$ cat config.mk
export PLATFORM = sky130hd
export DESIGN_NAME = piso_serializer
export DESIGN_NICKNAME = d
export VERILOG_FILES = /design/src/rtl/piso_pkg.sv /design/src/rtl/piso_hold_buf.sv /design/src/rtl/piso_serializer.sv
export SDC_FILE = /design/constraint.sdc
export NUM_CORES = 1
export LEC_CHECK = 0
export CORE_MARGIN = 2
export CORE_UTILIZATION = 27
export CTS_CLUSTER_SIZE = 28
export DETAILED_ROUTE_END_ITERATION = 7
export DONT_BUFFER_PORTS = 1
export GPL_TIMING_DRIVEN = 0
export HOLD_SLACK_MARGIN = 0.03
export MAX_ROUTING_LAYER = met4
export PLACE_DENSITY_LB_ADDON = 0.3
export SLEW_MARGIN = 10
export SYNTH_ARGS = -nofsm -noshare
export SYNTH_HDL_FRONTEND = slang
export SYNTH_HIERARCHICAL = 1
export SYNTH_SLANG_ARGS = --single-unit
$ cat constraint.sdc
create_clock -name clk -period 1.62 [get_ports clk]
set_input_delay 0.405 -clock clk [delete_from_list [all_inputs] [get_ports clk]]
set_output_delay 0.405 -clock clk [all_outputs]
set_load 0.05 [all_outputs]
$ cat src/rtl/piso_pkg.sv
// Shared types and helpers for the PISO serializer.
// Build option: PISO_PARITY_EN adds a trailing even-parity beat to every word.
package piso_pkg;

`ifdef PISO_PARITY_EN
    typedef enum logic [1:0] {IDLE, SHIFT, PARITY} piso_state_e;
`else
    typedef enum logic {IDLE, SHIFT} piso_state_e;
`endif

    function automatic int unsigned cnt_width(input int unsigned width);
        return $clog2(width);
    endfunction

endpackage

$ cat src/rtl/piso_hold_buf.sv
// One-entry holding register for the PISO serializer: queues the next word while
// the current one shifts out.
module piso_hold_buf #(
    parameter int unsigned WIDTH = 4
) (
    input  logic             clk,
    input  logic             rst_n,
    input  logic             load,
    input  logic             take,
    input  logic [WIDTH-1:0] load_data,
    output logic [WIDTH-1:0] data,
    output logic             full,
    output logic             full_next
);

    // Exposed so the parent can register in_ready without a combinational path.
    assign full_next = load | (full & ~take);

    always_ff @(posedge clk or negedge rst_n) begin
        if (!rst_n) begin
            full <= 1'b0;
            data <= '0;
        end else begin
            full <= full_next;
            if (load) begin
                data <= load_data;
            end
        end
    end

endmodule

$ cat src/rtl/piso_serializer.sv
// Parallel-in, serial-out transmitter, MSB first, with a one-word holding register.
// Build option: PISO_PARITY_EN appends an even-parity bit after the data bits.
module piso_serializer
    import piso_pkg::*;
#(
    parameter int unsigned WIDTH = 4
) (
    input  logic             clk,
    input  logic             rst_n,
    input  logic [WIDTH-1:0] in_data,
    input  logic             in_valid,
    output logic             in_ready,
    output logic             ser_out,
    output logic             ser_valid,
    input  logic             ser_ready,
    output logic             ser_last,
    output logic             busy
);

    localparam int unsigned CntW = cnt_width(WIDTH);

    piso_state_e      state_q, state_d;
    logic [WIDTH-1:0] shift_q, shift_d;
    logic [CntW-1:0]  cnt_q, cnt_d;
    logic             in_ready_q;
    logic             hold_load, hold_take, hold_full, hold_full_next;
    logic [WIDTH-1:0] hold_data;
    logic             accept, consume, last_beat, load_en;
    logic [WIDTH-1:0] load_word;
`ifdef PISO_PARITY_EN
    logic             parity_q, parity_d;
`endif

    assign accept  = in_valid & in_ready_q;
    assign consume = ser_valid & ser_ready;

    piso_hold_buf #(
        .WIDTH(WIDTH)
    ) u_hold (
        .clk      (clk),
        .rst_n    (rst_n),
        .load     (hold_load),
        .take     (hold_take),
        .load_data(in_data),
        .data     (hold_data),
        .full     (hold_full),
        .full_next(hold_full_next)
    );

    always_ff @(posedge clk or negedge rst_n) begin
        if (!rst_n) begin
            state_q    <= IDLE;
            shift_q    <= '0;
            cnt_q      <= '0;
            in_ready_q <= 1'b0;
`ifdef PISO_PARITY_EN
            parity_q   <= 1'b0;
`endif
        end else begin
            state_q    <= state_d;
            shift_q    <= shift_d;
            cnt_q      <= cnt_d;
            in_ready_q <= ~hold_full_next;
`ifdef PISO_PARITY_EN
            parity_q   <= parity_d;
`endif
        end
    end

    always_comb begin
        state_d   = state_q;
        shift_d   = shift_q;
        cnt_d     = cnt_q;
        hold_load = 1'b0;
        hold_take = 1'b0;
        last_beat = 1'b0;
        load_en   = 1'b0;
        load_word = in_data;
`ifdef PISO_PARITY_EN
        parity_d  = parity_q;
`endif
        unique case (state_q)
            IDLE: begin
                load_en = accept;
            end
            SHIFT: begin
                if (consume) begin
                    if (cnt_q == '0) begin
`ifdef PISO_PARITY_EN
                        state_d = PARITY;
`else
                        last_beat = 1'b1;
`endif
                    end else begin
                        shift_d = {shift_q[WIDTH-2:0], 1'b0};
                        cnt_d   = cnt_q - CntW'(1);
                    end
                end
            end
`ifdef PISO_PARITY_EN
            PARITY: begin
                last_beat = consume;
            end
`endif
            default: state_d = IDLE;
        endcase

        // Chain the next word into the shifter on the final beat so words run gap-free.
        if (last_beat) begin
            if (hold_full) begin
                load_en   = 1'b1;
                load_word = hold_data;
                hold_take = 1'b1;
            end else if (accept) begin
                load_en = 1'b1;
            end else begin
                state_d = IDLE;
            end
        end else if (accept && (state_q != IDLE)) begin
            hold_load = 1'b1;
        end

        if (load_en) begin
            state_d  = SHIFT;
            shift_d  = load_word;
            cnt_d    = CntW'(WIDTH - 1);
`ifdef PISO_PARITY_EN
            parity_d = ^load_word;
`endif
        end
    end

    always_comb begin
        ser_valid = (state_q != IDLE);
        busy      = (state_q != IDLE) | hold_full;
        in_ready  = in_ready_q;
`ifdef PISO_PARITY_EN
        ser_out   = (state_q == PARITY) ? parity_q : shift_q[WIDTH-1];
        ser_last  = (state_q == PARITY);
`else
        ser_out   = shift_q[WIDTH-1];
        ser_last  = (state_q == SHIFT) && (cnt_q == '0);
`endif
    end

endmodule

# Word-level counts from Yosys, hierarchy flattened
# Cells that the tools add are included.
# Widths: inputs -> output; s select.
word_totals:
  reg_bits: 13
  input_bits: 8
  out_inout_bits: 5
  elab_cells: 50
op_classes:
  add_sub_neg: 1
  eq_ne: 3
  mux: 25
  n_bitwise: 7
  n_reduce_logical: 8
ops:
  columns: ["op", "n"]
  rows:
  - ["$mux 4", 6]
  - ["$mux 1", 15]
  - ["$mux 2", 4]
  - ["$reduce_and 3->1", 2]
  - ["$reduce_bool 2->1", 3]
  - ["$ne 2x2->1 const B", 2]
  - ["$and 1x1->1", 3]
  - ["$logic_and 1x1->1", 2]
  - ["$logic_not 2->1", 1]
  - ["$ne 2x1->1 const B", 1]
  - ["$not 1->1", 2]
  - ["$or 1x1->1", 2]
  - ["$sub 2x1->2 const B", 1]

# Logic depth before layout (Yosys ltp)
# Gate-level depths: netlist of run 1.
depth:
  ltp_word: 9
  mapped_depth: 7
  mapped_depth_nobuf: 7

# Modules after synthesis
# Netlist of run 1, hierarchy kept.
by_module_without_submodules:
  columns: ["module", "n_inst", "cells_each", "area_each_um2", "seq_area_each_um2"]
  rows:
  - ["piso_serializer", 1, 55, 495.5, 200.2]
  - ["piso_hold_buf", 1, 11, 182.7, 125.1]

# Worst setup path after synthesis of run 1
# No wires, ideal clock.
synth_timing:
  path_kind: "register to output"
  from: "register state_q (netlist: ser_valid)"
  to: "output ser_last"
  arrival_time_ps: 1397
  required_ps: 1215
  slack_ps: -182
  path_stages_with_launch: 3
  path_buffers: 1
  path_cell_list: "dfrtp_1 -> buf_2 -> and2_1"
synth_between:
  elab_chain_len: 1
synth_rtl:
  columns: ["item", "line", "text"]
  rows:
  - ["start: declaration", "piso_serializer.sv:22", "piso_state_e state_q, state_d;"]
  - ["start signal: assignment", "piso_serializer.sv:60", "state_q <= state_d;"]
  - ["$logic_and 1x1->1", "piso_serializer.sv:142", "ser_last = (state_q == SHIFT) && (cnt_q == '0);"]
  - ["end: declaration", "piso_serializer.sv:16", "output logic ser_last,"]
# Every way passes these cells.

# Final worst setup path of run 1
layout_timing:
  from: "register state_q (netlist: ser_valid)"
  to: "output busy"
layout_between:
  elab_chain_len: 1
layout_rtl:
  columns: ["item", "line", "text"]
  rows:
  - ["$or 1x1->1", "piso_serializer.sv:135", "busy = (state_q != IDLE) | hold_full;"]
  - ["end: declaration", "piso_serializer.sv:17", "output logic busy"]
# Every way passes these cells.

==> results of run 1 <==
-- metal layers --
layer	GRT usage	routed length [µm]	vias up
li1	-	-	240
met3	0.03333	77	4
met4	0.08750	38	0
met1	0.1339	573	222
met2	0.1789	642	13
met5	-	0	-
-- synthesized netlist by cell type (3+ instances only) --
library cell | count | share of area
mux2_2 | 4 | 0.066
a221o_1 | 3 | 0.044
nor2_1 | 4 | 0.022
inv_1 | 8 | 0.044
o21ai_0 | 6 | 0.044
mux2i_1 | 4 | 0.059
nand2_1 | 10 | 0.055
dfrtp_1 | 13 | 0.48
-- flip-flops by register name, summed over array words and instances, names as in the netlist --
name	count
ser_valid	1
in_ready	1
cnt_q	2
shift_q	4
u_hold/data	4
u_hold/full	1
-- final timing paths --
check / startpoint / to / cells past startpoint
max reg2reg: cnt_q[0]$_DFFE_PN0P_ / shift_q[3]$_DFFE_PN0P_ / 6
min in group asynchronous: rst_n / shift_q[2]$_DFFE_PN0P_ / 1
min reg2reg: u_hold/data[1]$_DFFE_PN0P_ / u_hold/data[1]$_DFFE_PN0P_ / 1
max: ser_valid$_DFFE_PN0P_ / busy / 2
min: in_data[3] / u_hold/data[3]$_DFFE_PN0P_ / 1
max in group asynchronous: rst_n / ser_valid$_DFFE_PN0P_ / 1
-- repair_timing --
| item | 4_1_cts | 5_1_grt |
|---|---|---|
| hold endpoints to repair | 13 | 0 |
| setup endpoints to repair | 6 | 8 |
| buffers inserted | 2 | 0 |
| gates resized for setup | 7 | 4 |
| hold buffers | 1 | 0 |
| pin swaps | 1 | 1 |
-- kinds of logic after synthesis --
| family | count (synthesis) | share of synthesized area |
|---|---|---|
| mux | 8 | 0.1255 |
| flops | 13 | 0.4797 |
| compound gates | 13 | 0.1384 |
| xor+xnor | 1 | 0.01292 |
| buf+inv | 9 | 0.05166 |
| simple gates | 21 | 0.1735 |
| fa+ha+maj | 1 | 0.01845 |
-- stage by stage --
stage / power, µW / instances / worst slack, ns / cell area, µm² / utilization
4_1_cts: 1466 / 103 / -0.1167 / 783.3 / 0.3220
5_1_grt: 1631 / 103 / -0.1422 / 804.5 / 0.3308
6_report: 1502 / 103 / -0.1018 / 804.5 / 0.3308
3_5_place_dp: 1195 / 96 / -0.1113 / 716.9 / 0.2948
2_1_floorplan: 1105 / 66 / 0.0007594 / 679.4 / -
3_3_place_gp: 1178 / 96 / -0.1036 / 716.9 / 0.2948
-- layout make-up --
cell class	instances	share of cell area
flip-flops and latches	13	0.4075
plain buffers	1	0.01400
inverters	8	0.03733
clock buffers	4	0.03266
repair buffers	3	0.03110
multi-input cells	44	0.4308
well taps	30	0.04666
-- power groups by stage --
stage,combinational (µW),sequential [µW],clock (µW)
finish,619,671,211
global placement,508,670,0
detailed placement,519,676,0
global route,702,697,232
CTS,577,673,217
floorplan,452,652,0
-- critical path, cell delays in order, from the launching register on --
cell,delay (ns)
dfrtp_2,0.55
buf_6,0.19
or2_4,0.30
==> run summary, run 1 <==
Comb power frac -> 0.412
Tot GR Track Use -> 0.1189
Commonest non-fill, non-tap cell in the layout -> dfrtp_1
Kind of critical path -> reg -> out
CTS H-tree lvls -> 1
Syn Inst Count -> 66
Layout area overhead -> 18.63%
Pwr per Cell Area -> 1867 nW/µm²
Crit path required time -> 1.21 ns
Post-synth EDFFs -> 0
Top FF cell, synth -> dfrtp_1
Maximum VDD drop -> 0.6437 mV
Clock buffer depth -> 2
Failing checks -> setup timing
Core Area -> 2432 µm²
Synth unique cells -> 22
Register area -> 327.8 µm²
P_sw -> 628.8 µW
Clock Power Share -> 0.141
FMAX -> 580.8 MHz
GRT Residual Overflow -> 0
Yosys warns -> 6
Final setup viols -> 2
Initial Util -> 0.2788
Layout cells sized above 1 -> 0.3014
Hold Crit Class -> in -> reg
Mapped Nets -> 75
Multi-input gate area -> 346.6 µm²
Post-DP HPWL -> 933.8 µm
Slew Viols, Final -> 0
Routed Antenna Nets -> 0
Die width -> 54.12 µm
I/O pin count -> 13
Root Driver -> clkbuf_4
Ys async rst share -> 1.000
Post-synthesis sequential area ratio -> 0.4797
Worst setup margin -> -0.1018 ns
Clock skew -> 0.009567 ns
CTS tree -> yes
Actual slew at the worst max-slew pin -> 0.6149 ns
Via count -> 479
Layout fillers -> 260
Setup TNS -> -0.1543 ns
Reg2Reg Setup Slack -> 0.16 ns
Die H -> 54.12 µm
Syn_area_per_cell -> 10.28 µm²
Clock slew at reported path FFs -> 0.09 ns
Final hold viol count -> 0
Slew HR -> 0.5887
PortBufs -> 0
Synthesized area -> 678.2 µm²
Status -> finished with violations
Yosys reg bits -> 13
Setup crit start kind -> register
RePlAce Congestion -> 0.6409
WL final -> 1332 µm
Drt drc -> 0
Sw Share -> 0.4187
Initial antenna violation count -> 0
Period utilisation layout -> 1.063
Drt first pass iters -> 4
Drt initial violations -> 5
TritonCTS buffer count -> 3
Final worst path period need -> 1.722 ns
CP max FO -> 5
Kind of end point of the critical path -> output port
Num Clock Sinks -> 13
Max-cap violations -> 0
Int Pwr -> 873.0 µW
Unrepaired setup endpoints after global routing -> true
Die ar. -> 2928 µm²
# rows -> 18
Global-route wire length before repair -> 2311 µm
Hold WS -> 0.2659 ns
Vias in the first global route -> 528
Final nets -> 83
# diodes -> 0
Routed len/inst -> 12.93 µm
Clock latency on the worst-skew pair -> 0.28 ns
Worst Path Arrival -> 1.32 ns
Leakage -> 0.0003737 µW
Pin count of the biggest net entering global routing -> 14
Vias per inst -> 4.650
Most frequent cells in the layout -> dfrtp_1 (11), nand2_1 (10), inv_1 (8)
Seq pwr share -> 0.447
(Power assumes the default switching activity.)
==> run 2: changes to the inputs <==
- ABC_CLOCK_PERIOD_IN_PS: default -> 1620
- MAX_ROUTING_LAYER: met4 -> default
==> run summary, run 2 (same netlist as run 1, synthesis figures left out) <==
Layout cells sized above 1 -> 0.3014 (unchanged)
Clock buffer depth -> 2 (unchanged)
Layout fillers -> 260 (unchanged)
Drt first pass iters -> 4 (unchanged)
Final nets -> 83 (unchanged)
Crit path required time -> 1.21 ns (about the same)
Clock skew -> 0.009569 ns (+0.000001970 ns)
Num Clock Sinks -> 13 (unchanged)
Final setup viols -> 2 (unchanged)
Seq pwr share -> 0.447 (about the same)
Actual slew at the worst max-slew pin -> 0.6149 ns (+0.00001383 ns)
Int Pwr -> 873.0 µW (about the same)
Core Area -> 2432 µm² (unchanged)
Die ar. -> 2928 µm² (unchanged)
I/O pin count -> 13 (unchanged)
Multi-input gate area -> 346.6 µm² (unchanged)
Die width -> 54.12 µm (unchanged)
Via count -> 479 (unchanged)
Global-route wire length before repair -> 2318 µm (+0.30%)
Leakage -> 0.0003737 µW (unchanged)
CTS H-tree lvls -> 1 (unchanged)
Commonest non-fill, non-tap cell in the layout -> dfrtp_1
Vias in the first global route -> 527 (-0.19%)
Worst Path Arrival -> 1.32 ns (about the same)
Post-DP HPWL -> 933.8 µm (unchanged)
Most frequent cells in the layout -> dfrtp_1 (11), nand2_1 (10), inv_1 (8)
Kind of critical path -> reg -> out
CTS tree -> yes
Die H -> 54.12 µm (unchanged)
Largest regs -> shift_q: 4 flops, u_hold/data: 4 flops, cnt_q: 2 flops
Clock Power Share -> 0.141 (about the same)
CP max FO -> 5 (unchanged)
Sw Share -> 0.4187 (about the same)
Kind of end point of the critical path -> output port
Pwr per Cell Area -> 1867 nW/µm² (about the same)
Root Driver -> clkbuf_4
Routed len/inst -> 12.93 µm (unchanged)
WL final -> 1332 µm (unchanged)
Layout area overhead -> 18.63% (unchanged)
Routed Antenna Nets -> 0 (unchanged)
Hold WS -> 0.2659 ns (-0.000001000 ns)
Drt drc -> 0 (unchanged)
TritonCTS buffer count -> 3 (unchanged)
Failing checks -> setup timing
# diodes -> 0 (unchanged)
Dpl cells -> 96 (unchanged)
P_sw -> 628.8 µW (about the same)
Period utilisation layout -> 1.063 (about the same)
Drt initial violations -> 5 (unchanged)
Final hold viol count -> 0 (unchanged)
Final worst path period need -> 1.722 ns (-0.000002000 ns)
Tot GR Track Use -> 0.1156 (-0.003299)
Unrepaired setup endpoints after global routing -> true
Worst setup margin -> -0.1018 ns (+0.000002000 ns)
Final Non-Filler Cells -> 103 (unchanged)
Initial Util -> 0.2788 (unchanged)
Slew Viols, Final -> 0 (unchanged)
GRT Residual Overflow -> 0 (unchanged)
RePlAce Congestion -> 0.6357 (-0.81%)
Maximum VDD drop -> 0.6437 mV (about the same)
Slew HR -> 0.5887 (about the same)
Max-cap violations -> 0 (unchanged)
FMAX -> 580.8 MHz (about the same)
Pin count of the biggest net entering global routing -> 14 (unchanged)
# rows -> 18 (unchanged)
Register area -> 327.8 µm² (unchanged)
Setup crit start kind -> register
Initial antenna violation count -> 0 (unchanged)
Hold Crit Class -> in -> reg
Clock slew at reported path FFs -> 0.09 ns (about the same)
Vias per inst -> 4.650 (unchanged)
Status -> finished with violations
Clock latency on the worst-skew pair -> 0.28 ns (about the same)
PortBufs -> 0 (unchanged)
Comb power frac -> 0.413 (about the same)
==> run 2: cell counts in the layout (fill, tap and decap cells not counted) <==
No cell type changed its count.
==> run 2: worst paths after layout <==
check,start,to,slack [ns],cells after the start
min in group asynchronous,rst_n,shift_q[2]$_DFFE_PN0P_,0.56,1
worst min register to register,u_hold/data[1]$_DFFE_PN0P_,u_hold/data[1]$_DFFE_PN0P_,0.51,1
worst max register to register,cnt_q[0]$_DFFE_PN0P_,shift_q[3]$_DFFE_PN0P_,0.16,6
max in group asynchronous,rst_n,ser_valid$_DFFE_PN0P_,0.61,1
worst max-delay path,ser_valid$_DFFE_PN0P_,busy,-0.10,2
worst min-delay path,in_data[3],u_hold/data[3]$_DFFE_PN0P_,0.27,1
==> run 2: stage by stage <==
stage	power (µW)	TNS [ns]	worst slack [ns]	utilization	area, µm²
after global placement	1178	-0.4932	-0.1036	0.2948	716.9
after floorplan	1105	0	0.0007594	-	679.4
after CTS	1466	-0.1811	-0.1167	0.3220	783.3
after global routing	1631	-0.2449	-0.1422	0.3308	804.5
after detailed placement	1195	-0.5134	-0.1113	0.2948	716.9
final	1502	-0.1543	-0.1018	0.3308	804.5
==> run 2: area by class of cell <==
class,count,share of cell area
clock buffer,4,0.03266
sequential,13,0.4075
multi-input combinational,44,0.4308
tap,30,0.04666
buffer,1,0.01400
inverter,8,0.03733
timing repair buffer,3,0.03110
==> run 2: critical path: stages, from the launching register on <==
cell and delay [ns]:
dfrtp_2 0.55, buf_6 0.19, or2_4 0.30
==> run 2: layer usage <==
| layer | global-route usage | vias up | share of wire |
|---|---|---|---|
| li1 | - | 240 | - |
| met2 | 0.1789 | 13 | 0.48 |
| met4 | 0.08750 | 0 | 0.029 |
| met3 | 0.03889 | 4 | 0.066 |
| met1 | 0.1305 | 222 | 0.42 |
| met5 | 0 | - | 0 |
==> run 2: timing repair <==
action / CTS / global route
hold buffers: 1 / 0
endpoints found under the hold margin: 13 / 0
cloned: 0 / 0
resized for setup: 7 / 4
buffers inserted: 2 / 0
setup endpoints to repair: 6 / 8
pin swaps: 1 / 1
==> run 2: power by group through the flow <==
stage	logic [µW]	registers [µW]	clock network, µW
global placement	508	670	0
detailed placement	519	676	0
finish	619	671	211
floorplan	452	652	0
global route	702	697	232
CTS	577	673	217
